<file path="src/rtl/panda_id_stage.sv">
// Panda core instruction decode stage: RV32I decode, 32x32 register file with
// write-back bypass, immediate generation, load-use detection and ID/EX register.
package panda_pkg;

  typedef enum logic [3:0] {
    ADD  = 4'd0,
    SUB  = 4'd1,
    SLL  = 4'd2,
    SLT  = 4'd3,
    SLTU = 4'd4,
    XOR  = 4'd5,
    SRL  = 4'd6,
    SRA  = 4'd7,
    OR   = 4'd8,
    AND  = 4'd9
  } alu_op_e;

  typedef struct packed {
    logic [31:0] instr;
    logic [31:0] pc;
    logic [31:0] pc_inc;
  } if_id_t;

  typedef struct packed {
    logic [31:0] pc;
    logic [31:0] pc_inc;
    logic [31:0] rs1_data;
    logic [31:0] rs2_data;
    logic [31:0] imm;
    logic [4:0]  rs1_addr;
    logic [4:0]  rs2_addr;
    logic [4:0]  rd_addr;
    alu_op_e     alu_op;
    logic [1:0]  alu_src_a;
    logic        alu_src_b_imm;
    logic        mem_read;
    logic        mem_write;
    logic [1:0]  mem_size;
    logic        mem_unsigned;
    logic        reg_write;
    logic [1:0]  wb_sel;
    logic        branch;
    logic [2:0]  branch_op;
    logic        jal;
    logic        jalr;
    logic        illegal;
  } id_ex_t;

endpackage

module panda_id_stage
  import panda_pkg::*;
(
  input  logic        clk_i,
  input  logic        rst_ni,
  input  logic        stall_i,
  input  logic        flush_i,
  input  if_id_t      if_id_i,
  output id_ex_t      id_ex_o,
  input  logic        wb_we_i,
  input  logic [4:0]  wb_waddr_i,
  input  logic [31:0] wb_wdata_i,
  output logic        load_use_hazard_o
);

  localparam logic [6:0] OPC_LOAD   = 7'b0000011;
  localparam logic [6:0] OPC_FENCE  = 7'b0001111;
  localparam logic [6:0] OPC_OPIMM  = 7'b0010011;
  localparam logic [6:0] OPC_AUIPC  = 7'b0010111;
  localparam logic [6:0] OPC_STORE  = 7'b0100011;
  localparam logic [6:0] OPC_OP     = 7'b0110011;
  localparam logic [6:0] OPC_LUI    = 7'b0110111;
  localparam logic [6:0] OPC_BRANCH = 7'b1100011;
  localparam logic [6:0] OPC_JALR   = 7'b1100111;
  localparam logic [6:0] OPC_JAL    = 7'b1101111;

  logic [31:0] instr;
  logic [6:0]  opcode;
  logic [2:0]  funct3;
  logic [6:0]  funct7;
  logic [4:0]  rs1_addr, rs2_addr;
  logic [31:0] rs1_data, rs2_data;
  logic [31:0] imm_i, imm_s, imm_b, imm_u, imm_j;
  logic [31:0] rf [31:1];
  logic        illegal, rs1_used, rs2_used;
  id_ex_t      dec;

  assign instr    = if_id_i.instr;
  assign opcode   = instr[6:0];
  assign funct3   = instr[14:12];
  assign funct7   = instr[31:25];
  assign rs1_addr = instr[19:15];
  assign rs2_addr = instr[24:20];

  assign imm_i = {{20{instr[31]}}, instr[31:20]};
  assign imm_s = {{20{instr[31]}}, instr[31:25], instr[11:7]};
  assign imm_b = {{19{instr[31]}}, instr[31], instr[7], instr[30:25], instr[11:8], 1'b0};
  assign imm_u = {instr[31:12], 12'b0};
  assign imm_j = {{11{instr[31]}}, instr[31], instr[19:12], instr[20], instr[30:21], 1'b0};

  function automatic alu_op_e alu_from_f3(input logic [2:0] f3, input logic alt);
    case (f3)
      3'd0:    alu_from_f3 = alt ? SUB : ADD;
      3'd1:    alu_from_f3 = SLL;
      3'd2:    alu_from_f3 = SLT;
      3'd3:    alu_from_f3 = SLTU;
      3'd4:    alu_from_f3 = XOR;
      3'd5:    alu_from_f3 = alt ? SRA : SRL;
      3'd6:    alu_from_f3 = OR;
      default: alu_from_f3 = AND;
    endcase
  endfunction

  // x0 has no storage; it is hardwired to zero on the read side
  always_ff @(posedge clk_i or negedge rst_ni) begin
    if (!rst_ni) begin
      for (int i = 1; i < 32; i++) rf[i] <= '0;
    end else if (wb_we_i && wb_waddr_i != 5'd0) begin
      rf[wb_waddr_i] <= wb_wdata_i;
    end
  end

  always_comb begin
    rs1_data = '0;
    rs2_data = '0;
    if (rs1_addr != 5'd0)
      rs1_data = (wb_we_i && wb_waddr_i == rs1_addr) ? wb_wdata_i : rf[rs1_addr];
    if (rs2_addr != 5'd0)
      rs2_data = (wb_we_i && wb_waddr_i == rs2_addr) ? wb_wdata_i : rf[rs2_addr];
  end

  always_comb begin
    dec          = '0;
    illegal      = 1'b0;
    rs1_used     = 1'b0;
    rs2_used     = 1'b0;
    dec.pc       = if_id_i.pc;
    dec.pc_inc   = if_id_i.pc_inc;
    dec.rs1_data = rs1_data;
    dec.rs2_data = rs2_data;
    dec.rs1_addr = rs1_addr;
    dec.rs2_addr = rs2_addr;
    dec.rd_addr  = instr[11:7];
    if (instr[1:0] != 2'b11) begin
      illegal = 1'b1;
    end else begin
      case (opcode)
        OPC_OP: begin
          rs1_used      = 1'b1;
          rs2_used      = 1'b1;
          dec.reg_write = 1'b1;
          dec.alu_op    = alu_from_f3(funct3, funct7[5]);
          if (funct7 == 7'h20) illegal = (funct3 != 3'd0) && (funct3 != 3'd5);
          else                 illegal = (funct7 != 7'h00);
        end
        OPC_OPIMM: begin
          rs1_used          = 1'b1;
          dec.reg_write     = 1'b1;
          dec.alu_src_b_imm = 1'b1;
          dec.imm           = imm_i;
          dec.alu_op        = alu_from_f3(funct3, (funct3 == 3'd5) && funct7[5]);
          // funct7 only qualifies the shift-immediate encodings
          if (funct3 == 3'd1)      illegal = (funct7 != 7'h00);
          else if (funct3 == 3'd5) illegal = (funct7 != 7'h00) && (funct7 != 7'h20);
        end
        OPC_LUI: begin
          dec.reg_write     = 1'b1;
          dec.alu_src_a     = 2'd2;
          dec.alu_src_b_imm = 1'b1;
          dec.imm           = imm_u;
        end
        OPC_AUIPC: begin
          dec.reg_write     = 1'b1;
          dec.alu_src_a     = 2'd1;
          dec.alu_src_b_imm = 1'b1;
          dec.imm           = imm_u;
        end
        OPC_LOAD: begin
          rs1_used          = 1'b1;
          dec.mem_read      = 1'b1;
          dec.reg_write     = 1'b1;
          dec.wb_sel        = 2'd1;
          dec.alu_src_b_imm = 1'b1;
          dec.imm           = imm_i;
          dec.mem_size      = funct3[1:0];
          dec.mem_unsigned  = funct3[2];
          illegal           = (funct3 == 3'd3) || (funct3 == 3'd6) || (funct3 == 3'd7);
        end
        OPC_STORE: begin
          rs1_used          = 1'b1;
          rs2_used          = 1'b1;
          dec.mem_write     = 1'b1;
          dec.alu_src_b_imm = 1'b1;
          dec.imm           = imm_s;
          dec.mem_size      = funct3[1:0];
          illegal           = (funct3 > 3'd2);
        end
        OPC_BRANCH: begin
          rs1_used      = 1'b1;
          rs2_used      = 1'b1;
          dec.branch    = 1'b1;
          dec.branch_op = funct3;
          dec.imm       = imm_b;
          illegal       = (funct3 == 3'd2) || (funct3 == 3'd3);
        end
        OPC_JAL: begin
          dec.jal           = 1'b1;
          dec.reg_write     = 1'b1;
          dec.wb_sel        = 2'd2;
          dec.alu_src_a     = 2'd1;
          dec.alu_src_b_imm = 1'b1;
          dec.imm           = imm_j;
        end
        OPC_JALR: begin
          rs1_used          = 1'b1;
          dec.jalr          = 1'b1;
          dec.reg_write     = 1'b1;
          dec.wb_sel        = 2'd2;
          dec.alu_src_b_imm = 1'b1;
          dec.imm           = imm_i;
          illegal           = (funct3 != 3'd0);
        end
        OPC_FENCE: ;
        default: illegal = 1'b1;
      endcase
    end
    // an illegal instruction must not trigger any side effect downstream
    if (illegal) begin
      rs1_used          = 1'b0;
      rs2_used          = 1'b0;
      dec.alu_op        = ADD;
      dec.alu_src_a     = 2'd0;
      dec.alu_src_b_imm = 1'b0;
      dec.mem_read      = 1'b0;
      dec.mem_write     = 1'b0;
      dec.mem_size      = 2'd0;
      dec.mem_unsigned  = 1'b0;
      dec.reg_write     = 1'b0;
      dec.wb_sel        = 2'd0;
      dec.branch        = 1'b0;
      dec.branch_op     = 3'd0;
      dec.jal           = 1'b0;
      dec.jalr          = 1'b0;
      dec.illegal       = 1'b1;
    end
    if (dec.rd_addr == 5'd0) dec.reg_write = 1'b0;
  end

  assign load_use_hazard_o = id_ex_o.mem_read && (id_ex_o.rd_addr != 5'd0) &&
                             ((rs1_used && id_ex_o.rd_addr == rs1_addr) ||
                              (rs2_used && id_ex_o.rd_addr == rs2_addr));

  // A bubble is all-zero, which also encodes alu_op = ADD
  always_ff @(posedge clk_i or negedge rst_ni) begin
    if (!rst_ni)                             id_ex_o <= '0;
    else if (stall_i)                        id_ex_o <= id_ex_o;
    else if (flush_i || load_use_hazard_o)   id_ex_o <= '0;
    else                                     id_ex_o <= dec;
  end

endmodule

</file>
<file path="config.mk">
export PLATFORM = sky130hd
export DESIGN_NAME = panda_id_stage
export DESIGN_NICKNAME = d
export VERILOG_FILES = /design/src/rtl/panda_id_stage.sv
export SDC_FILE = /design/constraint.sdc
export NUM_CORES = 2
export LEC_CHECK = 0
export BUFFER_PORTS_ARGS = -buffer_cell sky130_fd_sc_hd__buf_2
export CAP_MARGIN = 25
export CORE_UTILIZATION = 50
export DETAILED_ROUTE_END_ITERATION = 6
export PLACE_DENSITY_LB_ADDON = 0.25
export SLEW_MARGIN = 20
export SYNTH_ARGS = -nofsm -noshare
export SYNTH_HDL_FRONTEND = slang
export SYNTH_SLANG_ARGS = --single-unit
export TNS_END_PERCENT = 5
</file>
<file path="constraint.sdc">
create_clock -name clk_i -period 3.4 [get_ports clk_i]
set_clock_uncertainty 0.2 [all_clocks]
set_input_delay 0 -clock clk_i [delete_from_list [all_inputs] [get_ports clk_i]]
set_output_delay 0 -clock clk_i [all_outputs]
set_load 0.005 [all_outputs]
</file>
==> metrics <==
CP arrival=3.75 ns; CTS tree=done; pre-CTS setup slack=0.296 ns; DR vias=46411; Die H=353 µm; Yosys cell types=56; GRT Util Overall=34.8%; die width=353 µm; # port buffers=335; # DRC=0; worst min-delay path endpoint=id_ex_o[53]; count of final max-slew check failures=0; GPL Wtd Cong=0.926; reg-to-reg startpoint=id_ex_o[23]; R2R depth=7; first-pass GRT wire length=322 mm; # clock sinks=1188; Final Util=59.9%; Via density=6.71; global route total overflow=0; Tcrit/Tclk final=97.2%; Worst Path Required=3.85 ns; Total Nets Final=5324; dpl hpwl=134 mm; hold path cells=4; min Tclk post-route=3.30 ns; sequential area share after synthesis=48.2%; die area=0.125 mm²; Routed Wire Length=218 mm; max_slew headroom=37.4%; initial antenna violation count=18; RSZ-0062 raised after global routing=false; row count=128; fin worst setup slack=0.0958 ns; Pint=29600 µW; worst slew pin tran=0.940 ns; Worst R2R End=id_ex_o[146]; Setup Viol. Count Final=0; Post-synth EDFFs=0; Layout Cells excl Fill=6916; FMAX=303 MHz; Syn. warnings=0; Post-CTS Setup Inserts=0; Syn Std Cell Area=0.0617 mm²; Net Switching=11500 µW; Leak=0.0330 µW; Flop pwr share=45.0%; I/O pin count=336; Switching Fraction=28.0%; root buffer cell=clkbuf_16; VDD IR-drop max=585 µV; Setup CP Type=input pin to flip-flop; drt initial violations=5014; Avg Cell Area, Syn=13.1 µm²; final hold vios=0; wire per inst=31.5 µm; Power Density=562 mW/mm²; P&R area growth vs syn=18.6%; CTS Buffer Depth=3; flop-to-flop setup slack=0.29 ns; Hold/Removal Path Class=input pin to flip-flop; Worst Path Max Fanout=32; H-tree lvl count=4; HP Start=if_id_i[80]; core box area=0.122 mm²; critical path launch point type=input pin; fraction of layout cells with a size suffix above 1=41.6%; max_cap viols=0; Initial Util=50.5%; Final TNS setup=0 ns; Comb power frac=19.7%; Async S/R FF share, synth=100%; largest net degree at the start of global routing=133; Gate Count Post-Synth=4704; hold slack=0.0665 ns; clock latency on the worst-skew pair=0.79 ns; clock network fraction of design power=35.3%; status=finished, final reports clean; DRT Pass-1 Iters=6; Reg clk slew, reported paths=0.06 ns; Inst Count DP=6424; CP Capture Type=flip-flop; DRT antenna net count=0; vias in the first global route=47196; top_reg_cell synth=dfrtp_1; total CTS buffers=134; syn nets=4842; synthesized flop and latch total=1188
## metrics by stage
step	instance area [µm²]	power, µW
floorplan	61700	23600
global placement	66200	26000
detailed placement	66200	26400
CTS	73100	41000
global route	73100	42700
finish	73100	41100
## how the worst max path moves through the flow
stage,cells after the start,slack [ns],end,start
after global routing,12,0.005,id_ex_o[45],if_id_i[69]
final,12,0.1,id_ex_o[45],if_id_i[77]
after global placement,9,0.28,id_ex_o[83],if_id_i[84]
after detailed placement,10,0.30,id_ex_o[83],if_id_i[85]
after CTS,12,0.22,id_ex_o[43],if_id_i[77]
after floorplan,7,0.79,id_ex_o[78],if_id_i[84]
## worst max-delay path, cell delays in order
cell           delay [ns]
dlygate4sd3_1        0.56
buf_2                0.23
nor4b_1              0.18
o211ai_1             0.09
dlygate4sd3_1        0.57
o211ai_1             0.10
or4_4                0.55
a211o_1              0.30
nand3_1              0.10
buf_6                0.24
o21ai_0              0.18
dlygate4sd3_1        0.62
## routing by layer
metal | up-vias | track usage (%) | wire (µm) | part of all wire, %
met1 | 24289 | 46.5 | 86900 | 40
li1 | 18905 | - | - | -
met3 | 628 | 7.90 | 20300 | 9.3
met4 | 6 | 16.4 | 10400 | 4.8
met5 | - | 0 | 35 | 0.016
met2 | 2583 | 53.9 | 100000 | 46
## sequential cells by signal, indices dropped and copies added (netlist names)
| register | cells |
|---|---|
| id_ex_o | 196 |
| rf | 992 |
## cells by family (layout without fill, tap and decap cells)
group	count (synthesis)	in the layout	synth area share, %
other	0	6	0
buffers and inverters	495	1076	3.20
and+or+nand+nor	432	432	3.17
xor gates and xnor gates	21	21	0.298
AOI/OAI and AO/OA	786	786	9.13
muxes	1782	1782	36.0
DFF	1188	1188	48.2
## cells in the mapped netlist, types with 46 or more instances
master / n / share of area, %
a21oi_1: 172 / 1.4
a221o_1: 68 / 1.1
a221oi_1: 100 / 1.4
a22o_1: 107 / 1.5
a22oi_1: 74 / 0.90
buf_1: 99 / 0.60
buf_2: 62 / 0.50
clkbuf_1: 322 / 2.0
dfrtp_1: 1188 / 48
mux2_2: 1111 / 20
mux2i_1: 434 / 7.0
mux4_2: 237 / 8.7
nand2_1: 205 / 1.2
nand3_1: 46 / 0.37
nor2_1: 73 / 0.44
o21ai_0: 121 / 0.98
## power groups by stage
stage | clock [µW] | sequential, µW | combinational [µW]
after floorplan | 0 | 18000 | 5590
after global placement | 0 | 18500 | 7580
after detailed placement | 0 | 18600 | 7760
after CTS | 14600 | 18400 | 8030
after global routing | 15300 | 18800 | 8650
final | 14500 | 18500 | 8100
## timing repair
action	in CTS	in global routing
endpoints found under the hold margin	2376	0
gates resized for setup	0	2
endpoints found under the setup margin	0	1
hold buffers	251	0
## area by class of cell
cell class / instances / area [µm²]
flip-flops and latches: 1188 / 29700
well taps: 1625 / 2030
clock inverters: 37 / 373
inverters: 2 / 7.51
fillers: 9598 / 48900
repair buffers: 839 / 6820
diodes: 6 / 15.0
clock buffers: 198 / 3960
multi-input cells: 3021 / 30200
## cells in the final DEF, fill, tap and decap left out, drive strengths merged, types with 27 or more instances in the layout
cell type    synthesis  final
a221o               68     68
nand2              205    205
clkbuf             327    199
dlygate4sd3          0    250
o21ai              123    123
o22ai               38     38
nor3                32     32
mux4               237    237
a22oi               74     74
o221ai              27     27
a21oi              172    172
nor2                73     73
a22o               107    107
mux2              1111   1111
mux2i              434    434
dfrtp             1188   1188
buf                166    588
nand3               46     46
o211ai              30     30
a221oi             100    100
(Power assumes the default switching activity.)
